<file path="src/rtl/edge_pkg.sv">
// Shared types and defaults for the multi-channel edge detector.
// Latency: n/a (types and constants only).
// Backpressure: none; nothing in this file holds state.
// Contents: edge_mode_e per-channel event mode, default parameters, debounce counter width helper.
package edge_pkg;

    // Per-channel event mode: bit 0 arms rising edges, bit 1 arms falling edges.
    typedef enum logic [1:0] {
        EDGE_OFF  = 2'b00,
        EDGE_RISE = 2'b01,
        EDGE_FALL = 2'b10,
        EDGE_BOTH = 2'b11
    } edge_mode_e;

    localparam int DEF_CH          = 8;
    localparam int DEF_SYNC_STAGES = 2;
    localparam int DEF_DB_CYCLES   = 4;

    // Width of a counter that must reach DB_CYCLES-1 (kept >= 1 bit).
    function automatic int db_cnt_w(input int db_cycles);
        return (db_cycles < 1) ? 1 : $clog2(db_cycles + 1);
    endfunction

endpackage

</file>
<file path="src/rtl/edge_channel.sv">
// One channel: synchroniser, optional debounce, filtered level, edge pulses, sticky event flag.
// Latency: SYNC_STAGES+1 edges from first sampling edge to level/pulse (SYNC_STAGES+DB_CYCLES with debounce).
// Backpressure: none; pulses are fire-and-forget, evt_status holds until write-1-to-clear.
// Ports: clk, reset_n (async, active-low), in (raw async input), mode (edge_mode_e bits), evt_clear,
//        level, rising_edge, falling_edge, evt_status, evt_status_nxt (combinational next flag for irq).
// Build option: define EDGE_DEBOUNCE_EN to require DB_CYCLES stable cycles before level changes.
module edge_channel
    import edge_pkg::*;
#(
    parameter int SYNC_STAGES = DEF_SYNC_STAGES,
    parameter int DB_CYCLES   = DEF_DB_CYCLES
) (
    input  logic       clk,
    input  logic       reset_n,
    input  logic       in,
    input  logic [1:0] mode,
    input  logic       evt_clear,
    output logic       level,
    output logic       rising_edge,
    output logic       falling_edge,
    output logic       evt_status,
    output logic       evt_status_nxt
);

    if (SYNC_STAGES < 2) begin : g_bad_sync
        $error("edge_channel: SYNC_STAGES must be >= 2");
    end
    if (DB_CYCLES < 1) begin : g_bad_db
        $error("edge_channel: DB_CYCLES must be >= 1");
    end

    logic [SYNC_STAGES-1:0] sync_q;
    logic                   sync_out;
    logic                   level_nxt;
    logic                   rise_nxt;
    logic                   fall_nxt;
    logic                   set_evt;
    edge_mode_e             mode_e;

    always_ff @(posedge clk or negedge reset_n) begin
        if (!reset_n) begin
            sync_q <= '0;
        end else begin
            sync_q <= {sync_q[SYNC_STAGES-2:0], in};
        end
    end

    assign sync_out = sync_q[SYNC_STAGES-1];

`ifdef EDGE_DEBOUNCE_EN
    localparam int                CNT_W    = db_cnt_w(DB_CYCLES);
    localparam logic [CNT_W-1:0]  CNT_LAST = CNT_W'(DB_CYCLES - 1);

    logic [CNT_W-1:0] db_cnt;
    logic [CNT_W-1:0] db_cnt_nxt;

    // The counter measures how long sync_out has disagreed with level; any
    // agreement restarts the measurement, so short glitches never flip level.
    always_comb begin
        level_nxt  = level;
        db_cnt_nxt = '0;
        if (sync_out != level) begin
            if (db_cnt == CNT_LAST) begin
                level_nxt = sync_out;
            end else begin
                db_cnt_nxt = db_cnt + 1'b1;
            end
        end
    end

    always_ff @(posedge clk or negedge reset_n) begin
        if (!reset_n) begin
            db_cnt <= '0;
        end else begin
            db_cnt <= db_cnt_nxt;
        end
    end
`else
    assign level_nxt = sync_out;
`endif

    assign rise_nxt = level_nxt & ~level;
    assign fall_nxt = ~level_nxt & level;

    // Mode only gates the sticky flag; pulses are always produced.
    assign mode_e  = edge_mode_e'(mode);
    assign set_evt = (rise_nxt & (mode_e inside {EDGE_RISE, EDGE_BOTH}))
                   | (fall_nxt & (mode_e inside {EDGE_FALL, EDGE_BOTH}));

    // Set has priority over clear so an event on the clearing edge is kept.
    assign evt_status_nxt = (evt_status & ~evt_clear) | set_evt;

    always_ff @(posedge clk or negedge reset_n) begin
        if (!reset_n) begin
            level        <= 1'b0;
            rising_edge  <= 1'b0;
            falling_edge <= 1'b0;
            evt_status   <= 1'b0;
        end else begin
            level        <= level_nxt;
            rising_edge  <= rise_nxt;
            falling_edge <= fall_nxt;
            evt_status   <= evt_status_nxt;
        end
    end

endmodule

</file>
<file path="src/rtl/edge_detector_array.sv">
// Multi-channel synchronised edge detector with sticky per-channel events and a combined irq.
// Latency: SYNC_STAGES+1 edges input-to-pulse (SYNC_STAGES+DB_CYCLES with EDGE_DEBOUNCE_EN); irq on the status edge.
// Backpressure: none; events stay sticky until software writes 1 to evt_clear.
// Ports: clk, reset_n (async, active-low), in[CH], mode[2*CH] (2 bits/channel, edge_mode_e),
//        evt_clear[CH], level[CH], rising_edge[CH], falling_edge[CH], evt_status[CH], irq.
// Build option: define EDGE_DEBOUNCE_EN to enable per-channel debounce of DB_CYCLES cycles.
module edge_detector_array
    import edge_pkg::*;
#(
    parameter int CH          = DEF_CH,
    parameter int SYNC_STAGES = DEF_SYNC_STAGES,
    parameter int DB_CYCLES   = DEF_DB_CYCLES
) (
    input  logic [0:0]      clk,
    input  logic            reset_n,
    input  logic [CH-1:0]   in,
    input  logic [2*CH-1:0] mode,
    input  logic [CH-1:0]   evt_clear,
    output logic [CH-1:0]   level,
    output logic [CH-1:0]   rising_edge,
    output logic [CH-1:0]   falling_edge,
    output logic [CH-1:0]   evt_status,
    output logic            irq
);

    logic [CH-1:0] evt_status_nxt;

    for (genvar i = 0; i < CH; i++) begin : g_ch
        edge_channel #(
            .SYNC_STAGES (SYNC_STAGES),
            .DB_CYCLES   (DB_CYCLES)
        ) u_ch (
            .clk            (clk),
            .reset_n        (reset_n),
            .in             (in[i]),
            .mode           (mode[2*i +: 2]),
            .evt_clear      (evt_clear[i]),
            .level          (level[i]),
            .rising_edge    (rising_edge[i]),
            .falling_edge   (falling_edge[i]),
            .evt_status     (evt_status[i]),
            .evt_status_nxt (evt_status_nxt[i])
        );
    end

    // Reduce the next-state flags so irq updates on the same edge as evt_status.
    always_ff @(posedge clk or negedge reset_n) begin
        if (!reset_n) begin
            irq <= 1'b0;
        end else begin
            irq <= |evt_status_nxt;
        end
    end

endmodule
</file>
<file path="config.mk">
export PLATFORM = sky130hd
export DESIGN_NAME = edge_detector_array
export DESIGN_NICKNAME = d
export VERILOG_FILES = /design/src/rtl/edge_pkg.sv /design/src/rtl/edge_channel.sv /design/src/rtl/edge_detector_array.sv
export SDC_FILE = /design/constraint.sdc
export NUM_CORES = 1
export LEC_CHECK = 0
export BUFFER_PORTS_ARGS = -buffer_cell sky130_fd_sc_hd__buf_2
export CAP_MARGIN = 40
export CELL_PAD_IN_SITES_DETAIL_PLACEMENT = 0
export CELL_PAD_IN_SITES_GLOBAL_PLACEMENT = 1
export CORE_MARGIN = 10
export CORE_UTILIZATION = 39
export CTS_CLUSTER_SIZE = 40
export DETAILED_ROUTE_END_ITERATION = 10
export HOLD_SLACK_MARGIN = 0.08
export PLACE_DENSITY = 0.91
export SLEW_MARGIN = 20
export SYNTH_ARGS = -nofsm -noshare
export SYNTH_HDL_FRONTEND = slang
export SYNTH_HIERARCHICAL = 1
export SYNTH_SLANG_ARGS = --single-unit
</file>
<file path="constraint.sdc">
create_clock -name clk -period 2 [get_ports clk]
set_input_delay 0.4 -clock clk [delete_from_list [all_inputs] [get_ports clk]]
set_output_delay 0.4 -clock clk [all_outputs]
set_load 0.03 [all_outputs]
</file>
# Yosys cells after proc, flatten, opt, wreduce, memory -nomap -nowiden
# Cells that the tools add are included.
# op_classes
n_eq_ne,24
n_bitwise,80
n_reduce_logical,17
# op_table
op,count
1-bit AND,40
2-bit equality test (second input constant),16
2-bit nonzero test,16
1-bit NOT,24
2-bit by 1-bit equality test with 1-bit output (second input constant),8
1-bit bitwise OR,16
8-bit OR reduction,1
# totals
regBits,49
in_bits,34
output_inout_bits,33
elab_cells,162

# Depth between registers and ports, before layout
# Gate-level depths: netlist (run 1).
# logic_depth
word_depth,6
mapped_depth,4
depth_no_buf,4

# Hierarchy
# Netlist (run 1), hierarchy kept.
# modules_own_cells
mod,n_inst,cells_per_inst,area_per_inst_um2,seq_area_each_um2
edge_channel,8,10,182.7,150.1
edge_detector_array,1,4,41.3,25.0

# Worst setup path before layout (run 1)
# No wires, ideal clock.
# synth_path
kind,register to register
startpoint,register g_ch[5].u_ch.level
endpoint,register irq
setup_ns,0.129
arrival_time_ns,1.318
required_time_ns,1.871
setup_slack_ns,0.553
path_stages_with_launch,5
path_buffers,0
synth_period_minus_slack_ns,1.447
cell_sequence,dfrtp_1 > and2b_1 > a221o_1 > nor4_1 > nand2_1
# synth_between
elab_cells_between_ends,8
classes_between,bitwise: 7; reduce/logical: 1
# synth_lines
item,line,rtl
start: declaration,edge_channel.sv:18,"output logic level,"
start signal: assignment,edge_channel.sv:100,level <= level_nxt;
1-bit AND,edge_channel.sv:83,assign fall_nxt = ~level_nxt & level;
net g_ch[5].u_ch.fall_nxt,edge_channel.sv:36,logic fall_nxt;
1-bit AND,edge_channel.sv:88,"| (fall_nxt & (mode_e inside {EDGE_FALL, EDGE_BOTH}));"
1-bit bitwise OR,edge_channel.sv:88,
1-bit bitwise OR,edge_channel.sv:91,assign evt_status_nxt = (evt_status & ~evt_clear) | set_evt;
net evt_status_nxt[5],edge_detector_array.sv:26,logic [CH-1:0] evt_status_nxt;
8-bit OR reduction,edge_detector_array.sv:51,irq <= |evt_status_nxt;
end signal: assignment,edge_detector_array.sv:51,
end: declaration,edge_detector_array.sv:23,output logic irq
# The timed path passes the listed nets, and every way through them passes these cells.

# Worst setup path in the final report (run 1)
# Same ends and word-level chain as after synthesis.

==> reports/qor.csv, run 1 <==
stage;metric;value;unit
power_and_ir_drop;p_total;1.85;mW
detailed_routing;totalWireLength;3150;um
global_routing;grt_pass1_wl;5210;um
logic_synthesis;yosysWarningCount;6;
timing;fin_crit_sh;73.8;%
logic_synthesis;ys_top_cells_by_area;dfrtp_1 82%, a221o_1 5.3%, nor2b_2 4.7%, and2b_1 4.0%, nor2b_1 3.3%;
clock_tree;post_cts_buffers;0;
critical_path;worst-path-max-fanout;3;
detailed_routing;dr.pass1.iters;3;
detailed_routing;vias;929;
placed_design;portBuffers;66;
final_layout;fillCellCount;330;
detailed_routing;drc;0;
final_layout;syn_to_final_growth;32.3;%
clock_tree;root_buffer;clkbuf_8;
logic_synthesis;yosysSeqAreaShare;81.6;%
detailed_routing;antenna_left;0;
final_layout;antenna_cells;0;
clock_tree;insertion_delay;290;ps
logic_synthesis;ys_ff_latch;49;
critical_path;cp.depth;4;
timing;layout_setup_ws;525;ps
clock_tree;clk_pin_slew;80;ps
critical_path;worstRegToRegCells;4;
critical_path;cp_data_required_time;2170;ps
logic_synthesis;synth_top_area_cell;dfrtp_1;
floorplan;core-area;0.00369;mm^2
critical_path;path_delay_family;simple AND/OR/NAND/NOR gates;
final_layout;final_common_cell;buf_2;
timing;hold_ws;132;ps
run_status;status;finished clean;
critical_path;cp-end-kind;flop;
hold_path;holdCritPathClass;primary input to async pin;
detailed_routing;drtIter0Drc;25;
clock_tree;ctsResizeCount;0;
critical_path;arrival;1640;ps
detailed_routing;viasPerCell;4.47;
timing;rsz0062_at_grt;no;
floorplan;io_pins;67;
logic_synthesis;synth_cells;84;
timing;fin_tns_setup;0;ps
timing;slew_viol_final;0;
critical_path;start_kind;flop;
timing;hold_viol_final;0;
critical_path;crit_buf_inv;0;
critical_path;critPathMaxStageDelay;410;ps
power_and_ir_drop;p_leak;1.03;nW
final_layout;final_cell_mix;66 x buf_2, 49 x dfrtp_1;
logic_synthesis;mappedNetlistArea;0.00150;mm^2
clock_tree;tritoncts;yes;
logic_synthesis;ys_types;7;
global_routing;grt_overflow;0;
global_routing;grt_pass1_vias;1156;
placed_design;place.gp.congestion;0.745;
floorplan;die_width;82.1;um
global_routing;antenna_found_initial;0;
power_and_ir_drop;p_per_area;930;mW/mm^2
final_layout;fin_util;53.9;%
timing;tightest_slew;641;ps
logic_synthesis;netlist.area_leader.share;81.6;%
critical_path;slowest_stage;dfrtp_1;
clock_tree;cts_made_buffers;5;
timing;setup-violations-final;0;
placed_design;hpwl;2610;um
clock_tree;h-tree-depth;2;
timing;fin_skew;2.66;ps
logic_synthesis;avgSynthCellArea;17.9;um^2
critical_path;cp_cell_sequence;and2b_1, a221o_1, nor4_1, nand2_1;
timing;period_needed;1480;ps
clock_tree;clk_path_buf_depth;2;
floorplan;die-area;0.00674;mm^2
timing;max_freq;678;MHz
final_layout;fin_nets;193;
placed_design;pre_cts_ws;462;ps
floorplan;fp.dieH;82.1;um
clock_tree;holdBufCountCts;0;
detailed_routing;avgRoutedWirePerCell;15.1;um
logic_synthesis;syn_nets;118;
global_routing;grt_max_degree;32;
flow_run;maxCapViolCount;0;
power_and_ir_drop;vdd_ir_drop_max;0.483;mV
floorplan;initial_utilization;40.7;%
final_layout;drive_gt1_share;50.6;%
global_routing;grt_usage;10.2;%
clock_tree;cts_sinks;49;
critical_path;crit_type;flop to flop;
timing;max_slew_margin;57.3;%
floorplan;fp-row-count;22;
[cell usage after synthesis]
library cell / number
a221o_1: 8
and2b_1: 8
nand2_1: 1
nor2b_2: 8
dfrtp_1: 49
nor4_1: 2
nor2b_1: 8
[registers in the layout, indices dropped and copies added, names as in the netlist]
| signal | flops |
|---|---|
| g_ch.u_ch/falling_edge | 8 |
| irq | 1 |
| g_ch.u_ch/level | 8 |
| g_ch.u_ch/evt_status | 8 |
| g_ch.u_ch/rising_edge | 8 |
| g_ch.u_ch/sync_q | 16 |
[metal layers]
layer  GRT usage (%)  up-vias  part of all wire (%)  wire length [um]
met5               0        -                     0                 0
met4            5.10        0                   1.8                57
met3            7.21        8                    18               574
met2            15.4       57                    42              1310
met1            10.5      430                    38              1210
li1                -      434                     -                 -
[final cells by class]
type / instances / area (um^2) / area share [%]
sequential: 49 / 1230 / 61.7
timing repair buffer: 68 / 345 / 17.4
multi-input combinational: 35 / 277 / 13.9
clock buffer: 8 / 80.1 / 4.03
tap: 48 / 60.1 / 3.02
[through the flow]
| step | area, um^2 | std cells |
|---|---|---|
| after CTS | 1990 | 208 |
| after global placement | 1910 | 200 |
| after detailed placement | 1910 | 200 |
| final | 1990 | 208 |
| after floorplan | 1500 | 84 |
| after global routing | 1990 | 208 |
[power by group]
group / leakage, nW / switching, mW / internal [mW]
Sequential: 0.593 / 0.0257 / 1.05
Clock: 0.0395 / 0.277 / 0.248
Combinational: 0.398 / 0.159 / 0.0893
Total: 1.03 / 0.462 / 1.39
[worst register-to-register path, delay by kind of cell, from the launching register on]
family | cells | cell delay, ps
simple gates | 3 | 640
flops | 1 | 410
compound gates | 1 | 310
[path summary, 6_finish.rpt]
| path | from | end | slack, ps |
|---|---|---|---|
| setup / recovery | g_ch[5].u_ch/level | irq | 520 |
| hold / removal | reset_n | g_ch[3].u_ch/falling_edge | 130 |
| setup reg to reg | g_ch[5].u_ch/level | irq | 520 |
| hold reg to reg | g_ch[2].u_ch/sync_q[0] | g_ch[2].u_ch/sync_q[1] | 350 |
| max in group asynchronous | reset_n | g_ch[1].u_ch/falling_edge | 1270 |
| min in group clk | in[1] | g_ch[1].u_ch/sync_q[0] | 210 |
[cell families after synthesis]
| kind of cell | after synthesis | synth area share (%) |
|---|---|---|
| AOI/OAI and AO/OA | 8 | 5.33 |
| DFF | 49 | 81.6 |
| and+or+nand+nor | 27 | 13.1 |
Power figures use the tool's default switching activity.
==> run 2: changes to the inputs <==
--- a/config.mk
+++ b/config.mk
@@ -5,16 +5,17 @@
 export SDC_FILE = /design/constraint.sdc
 export NUM_CORES = 1
 export LEC_CHECK = 0
+export ABC_AREA = 1
 export BUFFER_PORTS_ARGS = -buffer_cell sky130_fd_sc_hd__buf_2
 export CAP_MARGIN = 40
 export CELL_PAD_IN_SITES_DETAIL_PLACEMENT = 0
 export CELL_PAD_IN_SITES_GLOBAL_PLACEMENT = 1
 export CORE_MARGIN = 10
-export CORE_UTILIZATION = 39
+export CORE_UTILIZATION = 31
 export CTS_CLUSTER_SIZE = 40
 export DETAILED_ROUTE_END_ITERATION = 10
 export HOLD_SLACK_MARGIN = 0.08
-export PLACE_DENSITY = 0.91
+export PLACE_DENSITY = 0.82
 export SLEW_MARGIN = 20
 export SYNTH_ARGS = -nofsm -noshare
 export SYNTH_HDL_FRONTEND = slang
==> constraint.sdc (replaced) <==
create_clock -name clk -period 1.3 [get_ports clk]
set_input_delay 0.26 -clock clk [delete_from_list [all_inputs] [get_ports clk]]
set_output_delay 0.26 -clock clk [all_outputs]
set_load 0.03 [all_outputs]
==> reports/qor.csv, run 2 <==
stage;metric;value;unit
hold_path;holdCritPathClass;primary input to flop;
logic_synthesis;avgSynthCellArea;11.6;um^2
logic_synthesis;yosysWarningCount;6;
critical_path;crit_buf_inv;1;
logic_synthesis;syn_nets;170;
logic_synthesis;synth_flop_cell;dfrtp_1;
clock_tree;root_buffer;clkbuf_8;
hold_path;hold-path-endpoint;g_ch[6].u_ch/evt_status;
clock_tree;cts_made_buffers;5;
logic_synthesis;yosysSeqAreaShare;77.5;%
logic_synthesis;ys_types;5;
global_routing;grt_pass1_wl;5510;um
critical_path;worst-path-max-fanout;4;
global_routing;grt_usage;8.09;%
timing;setup-violations-final;0;
final_layout;antenna_cells;0;
logic_synthesis;synth_top_area_cell;dfrtp_1;
final_layout;fin_nets;253;
placed_design;portBuffers;66;
detailed_routing;vias;1127;
clock_tree;cts_sinks;49;
timing;hold_viol_final;0;
timing;max_slew_margin;82.8;%
flow_run;maxCapViolCount;0;
logic_synthesis;synth-edff-count;0;
detailed_routing;drtIter0Drc;6;
clock_tree;tritoncts;yes;
final_layout;final_common_cell;buf_2;
timing;fin_crit_sh;89.4;%
clock_tree;clk_path_buf_depth;2;
final_layout;fin_util;45.0;%
critical_path;r2r-end;irq;
detailed_routing;viasPerCell;3.95;
timing;slew_viol_final;0;
placed_design;place.gp.congestion;0.734;
clock_tree;post_cts_buffers;0;
timing;rsz0062_at_grt;no;
logic_synthesis;ys_top_cells_by_area;dfrtp_1 77%, nand3_1 7.6%, inv_1 7.6%, nor2_1 4.3%, nand2_1 3.1%;
final_layout;largest_register_ffs;16;
critical_path;critPathMaxStageDelay;390;ps
global_routing;antenna_found_initial;0;
timing;period_needed;1160;ps
run_status;status;finished clean;
critical_path;cp.depth;1;
final_layout;top_register;g_ch.u_ch/sync_q;
power_and_ir_drop;p_leak;1.23;nW
critical_path;cp_cell_sequence;buf_2;
floorplan;fp.dieH;91.5;um
logic_synthesis;netlist.area_leader.share;77.5;%
global_routing;grt_overflow;0;
floorplan;io_pins;67;
detailed_routing;drc;0;
detailed_routing;totalWireLength;3350;um
floorplan;fp-row-count;25;
timing;fin_tns_setup;0;ps
clock_tree;clk_pin_slew;80;ps
detailed_routing;antenna_left;0;
critical_path;crit_type;flop to primary output;
power_and_ir_drop;p_per_area;1320;mW/mm^2
timing;max_freq;861;MHz
floorplan;die_width;91.5;um
power_and_ir_drop;vdd_ir_drop_max;0.789;mV
global_routing;grt_max_degree;50;
logic_synthesis;yosys-top-cells-count;49 x dfrtp_1, 32 x inv_1, 24 x nand3_1;
critical_path;r2r_start;g_ch[4].u_ch/level;
logic_synthesis;synth.most_common_cell;dfrtp_1;
floorplan;initial_utilization;32.6;%
critical_path;cp_data_required_time;1040;ps
critical_path;start_kind;flop;
final_layout;syn_to_final_growth;37.8;%
floorplan;core-area;0.00485;mm^2
logic_synthesis;ys_ff_latch;49;
floorplan;die-area;0.00836;mm^2
global_routing;grt_pass1_vias;1191;
placed_design;hpwl;2570;um
timing;fin_skew;4.73;ps
final_layout;final_cell_mix;66 x buf_2, 49 x dfrtp_1, 32 x inv_1, 24 x nand3_1, 18 x nor2_1;
clock_tree;insertion_delay;290;ps
timing;tightest_slew;258;ps
critical_path;path_delay_family;flip-flops;
critical_path;worstRegToRegCells;7;
clock_tree;h-tree-depth;2;
final_layout;drive_gt1_share;33.5;%
critical_path;slowest_stage;dfrtp_1;
hold_path;min_from;mode[13];
logic_synthesis;mappedNetlistArea;0.00158;mm^2
detailed_routing;avgRoutedWirePerCell;11.8;um
critical_path;reg2reg_slack;290;ps
critical_path;arrival;900;ps
logic_synthesis;synth_cells;136;
final_layout;fillCellCount;472;
detailed_routing;dr.pass1.iters;4;
critical_path;cp-end-kind;primary output;
logic_synthesis;async_flop_share;100;%
hold_path;hold-path-cell-count;3;
[run 2: layout make-up]
| cell class | instances | area, um^2 | share of cell area (%) |
|---|---|---|---|
| clock buffers | 5 | 68.8 | 3.16 |
| clock inverters | 1 | 5.00 | 0.229 |
| multi-input cells | 55 | 236 | 10.8 |
| inverters | 32 | 120 | 5.51 |
| well taps | 67 | 83.8 | 3.84 |
| repair buffers | 76 | 440 | 20.2 |
| flip-flops and latches | 49 | 1230 | 56.2 |
[run 2: what timing repair did]
action / 4_1_cts / 5_1_grt
gates resized for setup: 0 / 0
hold buffers: 9 / 0
hold endpoints to repair: 57 / 0
[run 2: cells by family after synthesis]
kind of cell | Yosys count | synth area share [%]
DFF | 49 | 77.5
buffers and inverters | 32 | 7.59
and+or+nand+nor | 55 | 14.9
[run 2: metrics by stage]
| step | hold slack (ps) | power (mW) | instance area (um^2) | setup slack (ps) | std cells |
|---|---|---|---|---|---|
| 2_1_floorplan | -35.6 | 1.91 | 1580 | 194 | 136 |
| 3_5_place_dp | 267 | 2.09 | 2020 | 255 | 270 |
| 4_1_cts | 223 | 2.94 | 2180 | 120 | 285 |
| 6_report | 231 | 2.87 | 2180 | 138 | 285 |
| 3_3_place_gp | 265 | 2.09 | 2020 | 245 | 270 |
| 5_1_grt | 237 | 3.03 | 2180 | 85.3 | 285 |
[run 2: routing by layer]
metal	track usage [%]	part of all wire [%]
met3	4.20	9.0
met4	3.13	0.78
met1	8.75	43
met5	0	0
met2	13.2	47
[run 2: how the worst max path moves through the flow]
stage / start / to / slack [ps]
4_1_cts: g_ch[6].u_ch/level / level[6] / 120
5_1_grt: g_ch[4].u_ch/level / level[4] / 90
3_5_place_dp: g_ch[6].u_ch/sync_q[1] / irq / 250
3_3_place_gp: g_ch[6].u_ch/level / irq / 250
2_1_floorplan: g_ch[4].u_ch/level / irq / 190
6_report: g_ch[3].u_ch/level / level[3] / 140
[run 2: report_power, final]
group	internal, mW	total (mW)	switching [mW]	leakage (nW)
sequential	1.61	1.66	0.0454	0.593
clock	0.355	0.801	0.447	0.0399
combinational	0.142	0.413	0.271	0.596
total	2.11	2.87	0.763	1.23
